**src/rtl/mem_system_pkg.sv**
```systemverilog
// ============================================================================
// Module      : mem_system_pkg
// Description : Shared constants and types for the memory access master:
//               region base addresses, FSM state encoding and status codes.
// Revision    : 1.0 - initial release
// ============================================================================
`default_nettype none

package mem_system_pkg;

    localparam logic [31:0] RAM_BASE = 32'h1001_0000;
    localparam logic [31:0] ROM_BASE = 32'h0040_0000;

    typedef enum logic [1:0] {
        ST_IDLE  = 2'd0,
        ST_WRITE = 2'd1,
        ST_READ  = 2'd2,
        ST_RESP  = 2'd3
    } state_t;

    localparam logic [1:0] ERR_NONE      = 2'b00;
    localparam logic [1:0] ERR_MISALIGN  = 2'b01;
    localparam logic [1:0] ERR_UNMAPPED  = 2'b10;
    localparam logic [1:0] ERR_ROM_WRITE = 2'b11;

endpackage

`default_nettype wire

```
**src/rtl/mem_addr_decoder.sv**
```systemverilog
// ============================================================================
// Module      : mem_addr_decoder
// Description : Combinational MIPS memory-map decoder. Flags RAM/ROM hits and
//               classifies the access as OK, misaligned, unmapped or ROM store.
// Revision    : 1.0 - initial release
// ============================================================================
`default_nettype none

module mem_addr_decoder #(
    parameter int                     DATA_WIDTH   = 32,
    parameter int                     MEMORY_DEPTH = 32,
    parameter logic [DATA_WIDTH-1:0]  RAM_BASE     = mem_system_pkg::RAM_BASE,
    parameter logic [DATA_WIDTH-1:0]  ROM_BASE     = mem_system_pkg::ROM_BASE
) (
    input  logic [DATA_WIDTH-1:0] address,
    input  logic                  write,
    output logic                  is_ram,
    output logic                  is_rom,
    output logic [1:0]            error
);
    import mem_system_pkg::*;

    // One extra bit keeps BASE + span from wrapping at the top of the map.
    localparam int              EW     = DATA_WIDTH + 1;
    localparam logic [EW-1:0]   SPAN   = EW'(MEMORY_DEPTH * 4);
    localparam logic [EW-1:0]   RAM_LO = {1'b0, RAM_BASE};
    localparam logic [EW-1:0]   RAM_HI = RAM_LO + SPAN;
    localparam logic [EW-1:0]   ROM_LO = {1'b0, ROM_BASE};
    localparam logic [EW-1:0]   ROM_HI = ROM_LO + SPAN;

    logic [EW-1:0] addr_ext;
    assign addr_ext = {1'b0, address};

    // Region match and prioritised error classification.
    always_comb begin
        is_ram = (addr_ext >= RAM_LO) && (addr_ext < RAM_HI);
        is_rom = (addr_ext >= ROM_LO) && (addr_ext < ROM_HI);
        error  = ERR_NONE;
        if (address[1:0] != 2'b00) begin
            error = ERR_MISALIGN;
        end else if (!is_ram && !is_rom) begin
            error = ERR_UNMAPPED;
        end else if (is_rom && write) begin
            error = ERR_ROM_WRITE;
        end
    end

endmodule

`default_nettype wire

```
**src/rtl/mem_access_master.sv**
```systemverilog
// ============================================================================
// Module      : mem_access_master
// Description : Single-outstanding load/store initiator for the memory system.
//               Decodes the request, drives one write cycle or a fixed-latency
//               read, and returns data/status on a valid/ready response port.
// Revision    : 1.0 - initial release
// ============================================================================
`default_nettype none

module mem_access_master #(
    parameter int                     DATA_WIDTH   = 32,
    parameter int                     MEMORY_DEPTH = 32,
    parameter logic [DATA_WIDTH-1:0]  RAM_BASE     = mem_system_pkg::RAM_BASE,
    parameter logic [DATA_WIDTH-1:0]  ROM_BASE     = mem_system_pkg::ROM_BASE,
    parameter int                     READ_LATENCY = 1
) (
    input  logic                  clk,
    input  logic                  reset,
    input  logic                  req_valid_i,
    output logic                  req_ready_o,
    input  logic                  req_write_i,
    input  logic [DATA_WIDTH-1:0] req_address_i,
    input  logic [DATA_WIDTH-1:0] req_wdata_i,
    output logic                  rsp_valid_o,
    input  logic                  rsp_ready_i,
    output logic [DATA_WIDTH-1:0] rsp_rdata_o,
    output logic [1:0]            rsp_error_o,
    output logic                  mem_write_enable_o,
    output logic [DATA_WIDTH-1:0] mem_address_o,
    output logic [DATA_WIDTH-1:0] mem_write_data_o,
    input  logic [DATA_WIDTH-1:0] mem_read_data_i
);
    import mem_system_pkg::*;

    // Counter reaches 0 in the last READ cycle, when read data is valid.
    localparam logic [1:0] LAT_INIT = 2'(READ_LATENCY - 1);

    state_t     state;
    state_t     state_next;
    logic [1:0] lat_cnt;
    logic       dec_is_ram;
    logic       dec_is_rom;
    logic [1:0] dec_error;
    logic       legal;

    mem_addr_decoder #(
        .DATA_WIDTH   (DATA_WIDTH),
        .MEMORY_DEPTH (MEMORY_DEPTH),
        .RAM_BASE     (RAM_BASE),
        .ROM_BASE     (ROM_BASE)
    ) u_decoder (
        .address (req_address_i),
        .write   (req_write_i),
        .is_ram  (dec_is_ram),
        .is_rom  (dec_is_rom),
        .error   (dec_error)
    );

    assign legal = (dec_error == ERR_NONE) && (dec_is_ram || dec_is_rom);

    // State register.
    always_ff @(posedge clk) begin
        if (!reset) begin
            state <= ST_IDLE;
        end else begin
            state <= state_next;
        end
    end

    // Next-state decode and state-derived handshake/strobe outputs.
    always_comb begin
        state_next         = state;
        req_ready_o        = 1'b0;
        rsp_valid_o        = 1'b0;
        mem_write_enable_o = 1'b0;
        case (state)
            ST_IDLE: begin
                req_ready_o = 1'b1;
                if (req_valid_i) begin
                    if (!legal)           state_next = ST_RESP;
                    else if (req_write_i) state_next = ST_WRITE;
                    else                  state_next = ST_READ;
                end
            end
            ST_WRITE: begin
                mem_write_enable_o = 1'b1;
                state_next         = ST_RESP;
            end
            ST_READ: begin
                if (lat_cnt == 2'd0) state_next = ST_RESP;
            end
            ST_RESP: begin
                rsp_valid_o = 1'b1;
                if (rsp_ready_i) state_next = ST_IDLE;
            end
            default: state_next = ST_IDLE;
        endcase
    end

    // Request capture, latency count, read-data capture and response clear.
    // Memory-side address/data only move for legal requests so an error never
    // disturbs the memory bus.
    always_ff @(posedge clk) begin
        if (!reset) begin
            lat_cnt          <= 2'd0;
            mem_address_o    <= '0;
            mem_write_data_o <= '0;
            rsp_rdata_o      <= '0;
            rsp_error_o      <= ERR_NONE;
        end else begin
            case (state)
                ST_IDLE: begin
                    if (req_valid_i) begin
                        rsp_error_o <= dec_error;
                        lat_cnt     <= LAT_INIT;
                        if (legal) begin
                            mem_address_o    <= req_address_i;
                            mem_write_data_o <= req_wdata_i;
                        end
                    end
                end
                ST_READ: begin
                    if (lat_cnt == 2'd0) begin
                        rsp_rdata_o <= mem_read_data_i;
                    end else begin
                        lat_cnt <= lat_cnt - 2'd1;
                    end
                end
                ST_RESP: begin
                    if (rsp_ready_i) begin
                        rsp_rdata_o <= '0;
                        rsp_error_o <= ERR_NONE;
                    end
                end
                default: ;
            endcase
        end
    end

endmodule

`default_nettype wire

```
**config.mk**
```make
export PLATFORM = sky130hd
export DESIGN_NAME = mem_access_master
export DESIGN_NICKNAME = d
export VERILOG_FILES = /design/src/rtl/mem_system_pkg.sv /design/src/rtl/mem_addr_decoder.sv /design/src/rtl/mem_access_master.sv
export SDC_FILE = /design/constraint.sdc
export NUM_CORES = 1
export LEC_CHECK = 0
export BUFFER_PORTS_ARGS = -buffer_cell sky130_fd_sc_hd__buf_2
export CAP_MARGIN = 25
export CORE_MARGIN = 3
export CORE_UTILIZATION = 46
export DETAILED_ROUTE_END_ITERATION = 12
export PLACE_DENSITY = 0.8
export REMOVE_ABC_BUFFERS = 1
export SLEW_MARGIN = 20
export SYNTH_ARGS = -nofsm -noshare
export SYNTH_HDL_FRONTEND = slang
export SYNTH_SLANG_ARGS = --single-unit
```
**constraint.sdc**
```tcl
create_clock -name clk -period 2.1 [get_ports clk]
set_input_delay 0.315 -clock clk [delete_from_list [all_inputs] [get_ports clk]]
set_output_delay 0.315 -clock clk [all_outputs]
set_load 0.005 [all_outputs]
```
== Word level (Yosys, flattened, before mapping) ==
Index checks and enable logic that the tools add are counted.
Word-level totals
  register bits after elaboration: 102
  input bits: 101
  output and inout port bits: 101
  word-level logic and storage cells: 58
Cells by class
  add/subtract/negate cells: 1
  order comparisons: 4
  eq/ne operators: 7
  muxes and demuxes: 20
  reduce and logical (&&, ||, !) cells: 20
Operator list (number)
  $mux 32: 2
  $pmux 32 s2: 1
  $ge 32x23->1 const B: 1
  $ge 32x29->1 const B: 1
  $lt 32x23->1 const B: 1
  $lt 32x29->1 const B: 1
  $mux 2: 11
  $reduce_and 3->1: 5
  $ne 2x2->1 const B: 4
  $pmux 2 s2: 2
  $pmux 2 s4: 1
  $reduce_bool 2->1: 4
  $logic_not 2->1: 3
  $logic_and 1x1->1: 5
  $eq 2x2->1 const B: 2
  $mux 1: 3
  $eq 2x1->1 const B: 1
  $logic_not 1->1: 2
  $sub 2x1->2 const B: 1
  $logic_or 1x1->1: 1

== Longest topological paths before layout ==
  depth in word-level cells: 11
  gate-level depth with buffers: 8
  mapped depth without buffers: 7

== By module ==
From an unflattened synthesis, not the netlist that was laid out.
Unflattened totals
  cell total of the unflattened synthesis: 524
  area total of the unflattened synthesis: 4530.6 µm²
Modules (own cells, without submodules)
  mem_access_master: times used 1, cells each 507, area each 4389.2 µm², sequential area each 2042.0 µm²
  mem_addr_decoder: times used 1, cells each 17, area each 141.4 µm², sequential area each 0.0 µm²

== Worst setup path before layout ==
Ideal clock, no wire load.
  path type: register to register
  start: reg state[0]
  end: reg mem_address_o[16]
  library setup time: 0.072 ns
  arrival: 1.793 ns
  data required time: 2.028 ns
  path slack: 0.235 ns
  cell stages (with the launch flop): 9
  buffers on the path: 2
  clock period less this slack: 1.865 ns
  path through: dfxtp_1 > inv_1 > ha_1 > buf_4 > nand3_1 > or2_1 > o41ai_4 > buf_6 > mux2i_1
Between the ends
  cells in the longest elaborated chain, start to end: 2
RTL lines
  start, declared: line mem_access_master.sv:38  | state_t state;
  start signal, assigned: line mem_access_master.sv:66  | state <= state_next;
  $logic_not 2->1: line mem_access_master.sv:111  | case (state)
  $reduce_and 3->1 (no source line)
  end signal, assigned: line mem_access_master.sv:117  | mem_address_o <= req_address_i;
  end, declared: line mem_access_master.sv:29  | output logic [DATA_WIDTH-1:0] mem_address_o,
Every way passes these cells.
A chain may end at the register's enable or synchronous reset.

== Worst setup path after layout ==
  start: reg state[0]
  end: reg mem_write_data_o[12]
Between the ends
  cells in the longest elaborated chain, start to end: 2
RTL lines
  $logic_not 2->1: line mem_access_master.sv:111
  $reduce_and 3->1 (no source line)
  end signal, assigned: line mem_access_master.sv:118  | mem_write_data_o <= req_wdata_i;
  end, declared: line mem_access_master.sv:30  | output logic [DATA_WIDTH-1:0] mem_write_data_o,
Every way passes these cells.

==> results.cfg <==
[timing]
finClkSkew_ns = 0.0128
slew_headroom = 0.744
post-route-period-util = 0.962
hold_viol_final = 0
max_freq_mhz = 495
drv_slew = 0
tightest_slew_ns = 0.384
setup_viol = 0
grt_setup_unrepaired = no
period_needed_ns = 2.02

[grt]
antenna_found_initial = 0
globalRouteOverflowTotal = 0
grt_max_degree = 69
grt_usage = 0.196
grt_pass1_vias = 3470
grt_first_pass_wirelength_mm = 16.1

[worst_setup_path]
crit_fanout = 11
end_kind = flip-flop
arrival_ns = 2.29
path_buf_inv = 3
cp-start-kind = flip-flop
crit_path_cell_trace = inv_2 > ha_4 > nand3_2 > or2_4 > o41ai_4 > buf_4 > clkbuf_16 > mux2i_1
cp_top_family = buffers and inverters
criticalPathCategory = flip-flop to flip-flop
slowest_delay_ns = 0.42
critPathRequiredTime_ns = 2.37
cpMaxStageDelayCell = o41ai_4

[yosys]
netlist.area_leader.share = 0.501
synth_area_leaders = dfxtp_1 (50%), mux2i_1 (10%), nand2_1 (7.7%)
synth-seq-cells = 102
synth.most_common_cell = dfxtp_1
synth_edf_count = 0
syn_area_per_cell_sq_um = 9.96
yosysTopAreaCell = dfxtp_1
synth_common_cells = dfxtp_1 (102), nand2_1 (84), mux2i_1 (41), nor2b_1 (35), a22oi_1 (32)
async_flop_share = 0
syn-cell-area_sq_um = 4070
ys.flop_type = dfxtp_1
syn_inst = 409
ys_types = 44
yosysWarnings = 0
synth-seq-area-share = 0.501

[power_and_ir_drop]
leakagePower_uw = 0.00259
p_per_area_nw_per_um2 = 833
pwr-share-seq = 0.485
p_switching_uw = 1370
comb_power_share = 0.260
p_total_uw = 4480
p_int_uw = 3110
sw_frac_of_total = 0.306
peakVddDrop_mv = 0.394
power.share.clock = 0.255

[finish]
final_cells = 718
fillers = 714
final_net_count = 714
drive_gt1_frac = 0.409
multiInputGateArea_sq_um = 1820
area_growth_pct = 32.1
regArea_sq_um = 2040
antenna_cells = 0

[detailed_routing]
drc = 0
routed_wl_mm = 10.2
dr_total_vias = 3596
drt-initial-drc-count = 99
drtPass1Iterations = 4
via_per_inst = 5.01
wl_per_cell_um = 14.2
ant_nets = 0

[floorplan]
rows = 33
ios = 202
initial_core_util = 0.484
die_w_um = 100
fp.dieArea_sq_um = 10000
fp.dieH_um = 100
core_area_sq_um = 8420

[cts]
clkSinkCount = 102
path_clk_slew_ns = 0.10
clk_latency_ns = 0.35
hold_buffers = 0
htreeDepth = 3
cts_tree = done
root_buffer = clkbuf_8
cts_buffer_depth = 2
numCtsBuffers = 9

[placed_design]
place.gp.congestion = 0.830
io_buffers = 201
dp.cells = 700
hpwl_mm = 7.56

[status]
outcome = completed

[hold_path]
min_path_type = primary input to flip-flop

[run]
maxCapViolCount = 0
[per-stage QoR]
| stage | area (sq um) | hold WS [ns] | setup slack, ns | utilization | TNS, ns |
|---|---|---|---|---|---|
| global route | 5380 | 0.188 | 0.00536 | 0.639 | 0 |
| finish | 5380 | 0.202 | 0.0800 | 0.639 | 0 |
| detailed placement | 5140 | 0.434 | 0.0477 | 0.610 | 0 |
| floorplan | 3860 | 0.433 | -1.29 | - | -53.00 |
| global placement | 5140 | 0.440 | 0.151 | 0.610 | 0 |
| CTS | 5330 | 0.180 | 0.0807 | 0.632 | 0 |
[cell type report]
type	count	share of cell area
multi-input cells	273	0.339
inverters	6	0.00419
repair buffers	216	0.219
well taps	105	0.0244
clock buffers	11	0.0263
clock inverters	5	0.00791
flip-flops and latches	102	0.380
[sequential cells by signal, indices dropped and copies added, names as in the netlist]
register and flops:
mem_write_data_o 32, rsp_rdata_o 32, rsp_error_o 2, state 2, mem_address_o 32, lat_cnt 2
[path summary, 6_finish.rpt]
check | cells after the start | endpoint | slack [ns] | from
worst max register to register | 8 | mem_write_data_o[12] | 0.08 | state[0]
worst max-delay path | 8 | mem_write_data_o[12] | 0.08 | state[0]
worst min-delay path | 3 | mem_write_data_o[28] | 0.20 | req_wdata_i[28]
worst min register to register | 2 | rsp_error_o[1] | 0.45 | rsp_error_o[1]
[routing by layer]
metal / share of wire / wire length (um) / global-route usage / vias up
met5: 0 / 0 / 0 / -
met4: 0.0094 / 96 / 0.0591 / 0
met3: 0.076 / 773 / 0.0486 / 10
met2: 0.50 / 5060 / 0.345 / 139
met1: 0.42 / 4260 / 0.236 / 1653
li1: - / - / - / 1794
[worst min-delay path, delay by kind of cell]
kind	cells	cell delay, ns
buf+inv	1	0.09
simple gates	1	0.04
mux	1	0.06
[cell usage in the layout (no fill, tap or decap), types with 3 or more instances in the layout]
cell      Yosys  layout
ha_1          5       4
a22oi_1      32      32
nor2_1        7       6
o21ai_0       3       3
nor2b_1      35      35
and3_1       25      25
buf_12        0       3
nor4_2        3       3
buf_2         0     200
mux2i_1      41      41
dfxtp_1     102     100
clkbuf_8      6      10
clkinv_4      0       3
buf_4         1      12
inv_1         6       4
nand2_1      84      84
nor3_1        5       5
[timing repair]
item,in CTS,in global routing
gates resized for setup,0,8
setup endpoints to repair,0,21
setup buffers,0,1
[power groups by stage]
stage          clock [uW]  combinational (uW)  sequential, uW
6_report             1140                1160            2170
4_1_cts              1190                1130            2170
3_3_place_gp            0                1080            2200
5_1_grt              1260                1300            2200
2_1_floorplan           0                 599            2220
3_5_place_dp            0                1130            2210
[cells by family (layout without fill, tap and decap cells)]
family	count (synthesis)	count (layout)	synth area share
buf+inv	34	238	0.0580
simple gates	175	175	0.224
compound gates	52	52	0.101
mux	41	41	0.101
fa+ha+maj	5	5	0.0154
flops	102	102	0.501
No activity file was read; power rests on OpenSTA's default activity.
